File: src/rtl/console_pkg.sv
// rtl/console_pkg.sv - shared glyph table, mode encodings and sizing helper for the console front panel
package console_pkg;

  localparam logic [6:0] SEG_BLANK = 7'h7F;

  // Active-low segments, bit order {g,f,e,d,c,b,a}
  localparam logic [6:0] SEG_GLYPH [16] = '{
    7'h40, 7'h79, 7'h24, 7'h30, 7'h19, 7'h12, 7'h02, 7'h78,
    7'h00, 7'h10, 7'h08, 7'h03, 7'h46, 7'h21, 7'h06, 7'h0E
  };

  localparam logic MODE_CTRL = 1'b0;
  localparam logic MODE_DATA = 1'b1;

  function automatic int clog2(input int v);
    int r;
    r = 0;
    while ((1 << r) < v) r++;
    return r;
  endfunction

endpackage

File: src/rtl/hex_seg.sv
// rtl/hex_seg.sv - one seven-segment digit decoder with a blanking override
module hex_seg
  import console_pkg::*;
(
  input  logic [3:0] nib_i,
  input  logic       blank_i,
  output logic [6:0] seg_o
);

  assign seg_o = blank_i ? SEG_BLANK : SEG_GLYPH[nib_i];

endmodule

File: src/rtl/console_iface.sv
// rtl/console_iface.sv - key debounce, switch capture into byte lanes / control word, registered hex display
module console_iface
  import console_pkg::*;
#(
  parameter int DATA_W    = 16,
  parameter int CTRL_W    = 9,
  parameter int SW_W      = 10,
  parameter int DIGITS    = 4,
  parameter int DB_CYCLES = 16,
  parameter int LZB       = 0
) (
  input  logic                clk,
  input  logic                rst_n,
  input  logic                key_n,
  input  logic [SW_W-1:0]     sw,
  input  logic                z_in,
  input  logic [DATA_W-1:0]   disp_val,
  output logic [DATA_W-1:0]   datapath_in,
  output logic [CTRL_W-1:0]   ctrl,
  output logic                dp_en,
  output logic [((clog2(DATA_W/8) < 1) ? 1 : clog2(DATA_W/8))-1:0] lane,
  output logic [SW_W-1:0]     led,
  output logic [7*DIGITS-1:0] hex
);

  localparam int LANES  = DATA_W / 8;
  localparam int LANE_W = (clog2(LANES) < 1) ? 1 : clog2(LANES);
  localparam int CNT_W  = clog2(DB_CYCLES + 1);
  localparam int NDIG   = DATA_W / 4;

  logic              sync1_q, sync2_q;
  logic              db_q, db_d;
  logic [CNT_W-1:0]  cnt_q, cnt_d;
  logic              step_q, step_d;
  logic              dp_en_q, dp_en_d;
  logic [DATA_W-1:0] datapath_q, datapath_d;
  logic [CTRL_W-1:0] ctrl_q, ctrl_d;
  logic [LANE_W-1:0] lane_q, lane_d;
  logic [7*DIGITS-1:0] hex_q, hex_d;
  logic              mode;

  assign mode = sw[SW_W-1];

  always_ff @(posedge clk or negedge rst_n) begin
    if (!rst_n) begin
      sync1_q    <= 1'b1;
      sync2_q    <= 1'b1;
      db_q       <= 1'b1;
      cnt_q      <= '0;
      step_q     <= 1'b0;
      dp_en_q    <= 1'b0;
      datapath_q <= '0;
      ctrl_q     <= '0;
      lane_q     <= '0;
      hex_q      <= '1;
    end else begin
      sync1_q    <= key_n;
      sync2_q    <= sync1_q;
      db_q       <= db_d;
      cnt_q      <= cnt_d;
      step_q     <= step_d;
      dp_en_q    <= dp_en_d;
      datapath_q <= datapath_d;
      ctrl_q     <= ctrl_d;
      lane_q     <= lane_d;
      hex_q      <= hex_d;
    end
  end

  // Any cycle of agreement restarts the stability count
  always_comb begin
    db_d  = db_q;
    cnt_d = '0;
    if (sync2_q != db_q) begin
      if (cnt_q == CNT_W'(DB_CYCLES - 1)) db_d = sync2_q;
      else                                cnt_d = cnt_q + CNT_W'(1);
    end
    step_d = db_q & ~db_d;
  end

  always_comb begin
    datapath_d = datapath_q;
    ctrl_d     = ctrl_q;
    lane_d     = lane_q;
    dp_en_d    = 1'b0;
    if (mode == MODE_CTRL) lane_d = '0;
    if (step_q) begin
      if (mode == MODE_DATA) begin
        for (int i = 0; i < LANES; i++) begin
          if (lane_q == LANE_W'(i)) datapath_d[8*i +: 8] = sw[7:0];
        end
        lane_d = (lane_q == LANE_W'(LANES - 1)) ? '0 : lane_q + LANE_W'(1);
      end else begin
        ctrl_d  = sw[CTRL_W-1:0];
        dp_en_d = 1'b1;
      end
    end
  end

  assign led = {z_in, (mode == MODE_DATA) ? (SW_W-1)'(ctrl_q) : datapath_q[SW_W-2:0]};

  for (genvar k = 0; k < DIGITS; k++) begin : g_dig
    if (k < NDIG) begin : g_on
      logic blank;
      assign blank = (LZB != 0) && (k > 0) && (disp_val[DATA_W-1:4*k] == '0);
      hex_seg u_seg (
        .nib_i   (disp_val[4*k +: 4]),
        .blank_i (blank),
        .seg_o   (hex_d[7*k +: 7])
      );
    end else begin : g_off
      assign hex_d[7*k +: 7] = SEG_BLANK;
    end
  end

  assign datapath_in = datapath_q;
  assign ctrl        = ctrl_q;
  assign dp_en       = dp_en_q;
  assign lane        = lane_q;
  assign hex         = hex_q;

endmodule

File: config.mk
export PLATFORM = sky130hd
export DESIGN_NAME = console_iface
export DESIGN_NICKNAME = d
export VERILOG_FILES = /design/src/rtl/console_pkg.sv /design/src/rtl/hex_seg.sv /design/src/rtl/console_iface.sv
export SDC_FILE = /design/constraint.sdc
export NUM_CORES = 1
export LEC_CHECK = 0
export CORE_ASPECT_RATIO = 0.75
export CORE_MARGIN = 1.5
export CORE_UTILIZATION = 48
export CTS_CLUSTER_DIAMETER = 100
export DETAILED_ROUTE_END_ITERATION = 8
export GPL_TIMING_DRIVEN = 0
export PLACE_DENSITY = 0.8
export SYNTH_ARGS = -nofsm -noshare
export SYNTH_HDL_FRONTEND = slang
export SYNTH_HIERARCHICAL = 1
export SYNTH_SLANG_ARGS = --single-unit
File: constraint.sdc
create_clock -name clk -period 1.42 [get_ports clk]
set_input_delay 0.284 -clock clk [delete_from_list [all_inputs] [get_ports clk]]
set_output_delay 0.284 -clock clk [all_outputs]
set_load 0.03 [all_outputs]
* After elaboration in Yosys (flattened, before gate mapping) *
Memories as Yosys holds them, arrays and structs flattened. A register that Yosys moved wholly into a read port is not among the register bits.
Cells that the tools add are included.

storage, ports and cells
  flip-flop bits (word level) = 36
  bits in latches = 0
  RAM bits = 0
  bits in read-only memories = 448
  input bits = 30
  output and inout bits = 65
  word-level logic and storage cells = 44
  memories = 4

memory list
  memory           depth  bits a word  read ports  clocked after memory_dff  write ports  line           source
  (no name shown)  16     7            1           1                         0            hex_seg.sv:10  assign seg_o = blank_i ? SEG_BLANK : SEG_GLYPH[nib_i];
  (no name shown)  16     7            1           1                         0            hex_seg.sv:10
  (no name shown)  16     7            1           1                         0            hex_seg.sv:10
  (no name shown)  16     7            1           1                         0            hex_seg.sv:10

cells by class
  $add $sub $neg = 2
  $mul = 0
  divide/modulo/power cells = 0
  $lt $le $gt $ge = 0
  equal/unequal tests = 2
  shifts and indexed selects = 0
  multiplexer cells = 11
  bitwise gates (word level) = 8
  reduce and logical (&&, ||, !) cells = 7

operators with widths
  operator                                                          count
  4-bit inverter with 5-bit output                                  4
  5-bit 2-to-1 mux                                                  2
  9-bit 2-to-1 mux                                                  1
  1-bit 2-to-1 mux                                                  8
  3-bit AND reduction                                               2
  5-bit by 1-bit adder with 5-bit output (second input constant)    1
  5-bit by 4-bit == test with 1-bit output (second input constant)  1
  1-bit zero test                                                   4
  1-bit inverter                                                    3
  2-bit AND reduction                                               1
  1-bit adder (second input constant)                               1
  1-bit bitwise AND                                                 1
  1-bit != test                                                     1

* Logic depth before layout (Yosys ltp) *
  depth after elaboration = 5
  depth in mapped cells = 4
  mapped depth without buffers = 4

* Modules after synthesis *
Netlist, hierarchy kept.

modules (own cells, without submodules)
  module         instances  cells each  area each (sq um)  seq. area each (sq um)
  console_iface  1          123         2200.9             1640.3
  hex_seg        4          35          299.0              0.0

* Worst setup path after synthesis *
OpenSTA, ideal clock, no wires.

  kind = input to register
  start = input port disp_val[9]
  end = register hex_q[15], in the netlist hex[15]
  library setup time = 84 ps
  arrival = 1210 ps
  data required time = 1336 ps
  slack = 126 ps
  stages = 4
  buffers on the path = 0
  cell sequence = inv_1 -> ha_1 -> or2_2 -> a311o_1

between the ends
  cells in the longest elaborated chain, start to end = 1

RTL lines
  element                                                 line                 source
  start, declared                                         console_iface.sv:17  input logic [DATA_W-1:0] disp_val,
  4-bit inverter with 5-bit output (implied by the code)  hex_seg.sv:10
  end, declared                                           console_iface.sv:39  logic [7*DIGITS-1:0] hex_q, hex_d;

No other way between the ends.
A chain may end at the register's enable or synchronous reset.

* Final worst setup path *
  start = register datapath_q[6], in the netlist datapath_in[6]
  end = output port led[6]

between the ends
  cells in the longest elaborated chain, start to end = 1

RTL lines
  element                 line                  source
  start, declared         console_iface.sv:36   logic [DATA_W-1:0] datapath_q, datapath_d;
  start signal, assigned  console_iface.sv:63   datapath_q <= datapath_d;
  9-bit 2-to-1 mux        console_iface.sv:100  assign led = {z_in, (mode == MODE_DATA) ? (SW_W-1)'(ctrl_q) : datapath_q[SW_W-2:0]};
  end, declared           console_iface.sv:22   output logic [SW_W-1:0] led,

No other way between the ends.

==> results.sh <==
export IMPL_status="finished, violations left"
export IMPL_violations="setup timing"
export IMPL_synth_top_area_share_pct=24.3
export IMPL_dr_total_vias=2424
export IMPL_synthTopCellsByArea="dfrtp_1 (24%), dfstp_2 (24%), mux2_2 (12%)"
export IMPL_syn_area_um2=3400
export IMPL_worstHoldPathCells=2
export IMPL_routed_wl_um=7380
export IMPL_hpwl_um=5470
export IMPL_wl_per_cell_um=15.1
export IMPL_firstDrtPassIters=4
export IMPL_power_density_nw_per_um2=981
export IMPL_cp_end_kind="output port"
export IMPL_antenna_found_initial=0
export IMPL_reg2reg_to="datapath_in[4]"
export IMPL_ys_seq_area_share_pct=48.3
export IMPL_vdd_ir_drop_max_uv=618
export IMPL_cts_buffers_inserted=9
export IMPL_cp_required_ps=1140
export IMPL_path_clk_slew_ps=70
export IMPL_min_path_type="in2reg"
export IMPL_rrSetupSlack_ps=120
export IMPL_r2r_start="lane"
export IMPL_final_cell_mix="dfrtp_1 (33), dfstp_2 (31), mux2_2 (29), ha_1 (29), buf_2 (29)"
export IMPL_final_common_cell="dfrtp_1"
export IMPL_io_pins=95
export IMPL_antenna_cells=0
export IMPL_final_period_utilization_pct=103
export IMPL_grt_pass1_vias=2369
export IMPL_htreeDepth=3
export IMPL_port_buffers=89
export IMPL_gp_congestion=0.827
export IMPL_cts_root_buf="clkbuf_8"
export IMPL_yosysTopAreaCell="dfrtp_1"
export IMPL_synthToLayoutAreaGrowth_pct=36.1
export IMPL_p_leak_nw=2.31
export IMPL_clock_sinks=64
export IMPL_path_class="reg2out"
export IMPL_fin_nets=457
export IMPL_clockBufferDepth=2
export IMPL_min_period_ps=1460
export IMPL_skew_ps=6.24
export IMPL_hold_path_startpoint="disp_val[14]"
export IMPL_dieArea_um2=7600
export IMPL_avgSynthCellArea_um2=12.9
export IMPL_fill_cells=530
export IMPL_grt_max_degree=38
export IMPL_dieWidth_um=100
export IMPL_cp_arrival_ps=1180
export IMPL_syn_inst=263
export IMPL_p_total_w=0.00454
export IMPL_reg2reg_depth=2
export IMPL_start_util_pct=49.7
export IMPL_row_count=26
export IMPL_multiInputGateArea_um2=1720
export IMPL_die_h_um=75.9
export IMPL_cp_max_fo=3
export IMPL_max_freq_ghz=0.683
export IMPL_via_per_inst=4.98
export IMPL_setup_viol=9
export IMPL_drc_errors=0
export IMPL_relSlewSlack_pct=57.1
export IMPL_ant_nets=0
export IMPL_track_usage_pct=20.1
export IMPL_final_hold_violation_count=0
export IMPL_grt_ovfl_total=0
export IMPL_ys_seq_elements=64
export IMPL_cts_tree="built"
export IMPL_insertion_delay_ps=340
export IMPL_yosysWarnings=6
export IMPL_rsz0062_at_grt="true"
export IMPL_drive_gt1_share_pct=42.2
export IMPL_drv_cap=0
export IMPL_crit_path_start_kind="flop"
export IMPL_slew_violations=0
export IMPL_hold_path_end="hex[25]"
export IMPL_regArea_um2=1640
export IMPL_worst_slack_ps=-43.3
export IMPL_grt_pass1_wl_um=11400
export IMPL_drt_iter0_drc=84
export IMPL_dp_slack_ps=-1020
export IMPL_core_area_um2=6830
export IMPL_worstMarginPinSlew_ps=643
export IMPL_ys_types=32
==> how the worst max path moves through the flow <==
stage | endpoint | startpoint | depth (start not counted) | slack (ps)
floorplan | hex[15] | disp_val[9] | 4 | 130
global placement | datapath_in[11] | rst_n | 1 | -1940
detailed placement | led[6] | sw[9] | 4 | -1020
CTS | led[6] | datapath_in[6] | 2 | -190
global route | led[8] | datapath_in[8] | 2 | -80
finish | led[6] | datapath_in[6] | 2 | -40
==> cell families (layout without fill, tap and decap cells) <==
group / Yosys count / in the layout / synth area share (%)
AO/OA/AOI/OAI: 29 / 29 / 7.81
XOR/XNOR: 4 / 4 / 1.03
adder cells (fa/ha/maj): 29 / 29 / 10.7
buffers and inverters: 24 / 137 / 4.79
flip-flops: 64 / 64 / 48.3
multiplexers: 55 / 55 / 17.8
other: 1 / 28 / 0.110
AND/OR/NAND/NOR: 57 / 57 / 9.50
==> cell usage after synthesis (all sizes together) <==
cell type,number
a221o,8
o221ai,4
nor2b,9
inv,13
a32oi,8
o21ai,1
a311o,4
and3,5
nor4b,1
nor3,4
mux2i,12
buf,11
nand3,3
or2,4
conb,1
xor2,4
nand2b,8
dfrtp,33
a211o,4
nand2,8
and2,2
ha,29
mux2,43
nand3b,1
nor2,12
dfstp,31
==> where the power goes <==
part | switching, W | total (W) | internal [W]
clock network | 0.000734 | 0.00190 | 0.00117
registers | 0.0000220 | 0.00197 | 0.00195
logic | 0.000407 | 0.000665 | 0.000258
==> registers in the layout (all words and copies together) (netlist names) <==
signal,flops
hex,28
datapath_in,16
ctrl,9
cnt_q,5
db_q,1
dp_en,1
lane,1
step_q,1
sync1_q,1
sync2_q,1
==> metrics by stage <==
stage / TNS (ps) / instances / utilization [%] / hold WS, ps / instance area [um2]
finish: -271 / 487 / 67.7 / 184 / 4620
global route: -644 / 487 / 67.7 / 183 / 4620
CTS: -527 / 485 / 68.3 / 170 / 4670
detailed placement: -24860 / 464 / 66.0 / 342 / 4510
global placement: -126230 / 463 / 65.8 / 347 / 4490
floorplan: 0 / 290 / - / -11.6 / 3500
==> metal layers <==
layer / vias up / part of all wire (%) / track usage, %
met5: - / 0 / 0
met4: 0 / 2.1 / 9.23
met3: 13 / 4.7 / 5.41
met2: 66 / 48 / 34.3
met1: 1165 / 45 / 24.3
li1: 1180 / - / -
==> worst max-delay path, cell delays in order (launching register included) <==
cell and delay (ps):
dfrtp_1 400, mux2_2 290, buf_6 140
==> what timing repair did <==
item	in CTS	in global routing
setup endpoints to repair	80	34
resized for setup	268	36
setup buffers	3	2
gates cloned	1	0
hold endpoints to repair	12	0
hold buffers	1	0
==> area by class of cell <==
type | count | share of cell area (%)
Clock inverter | 7 | 2.60
Tap cell | 84 | 2.27
Multi-Input combinational cell | 202 | 37.1
Clock buffer | 9 | 2.68
Buffer | 11 | 2.60
Sequential cell | 64 | 35.5
Timing Repair Buffer | 97 | 16.2
Inverter | 13 | 1.06
(Power assumes the default switching activity.)
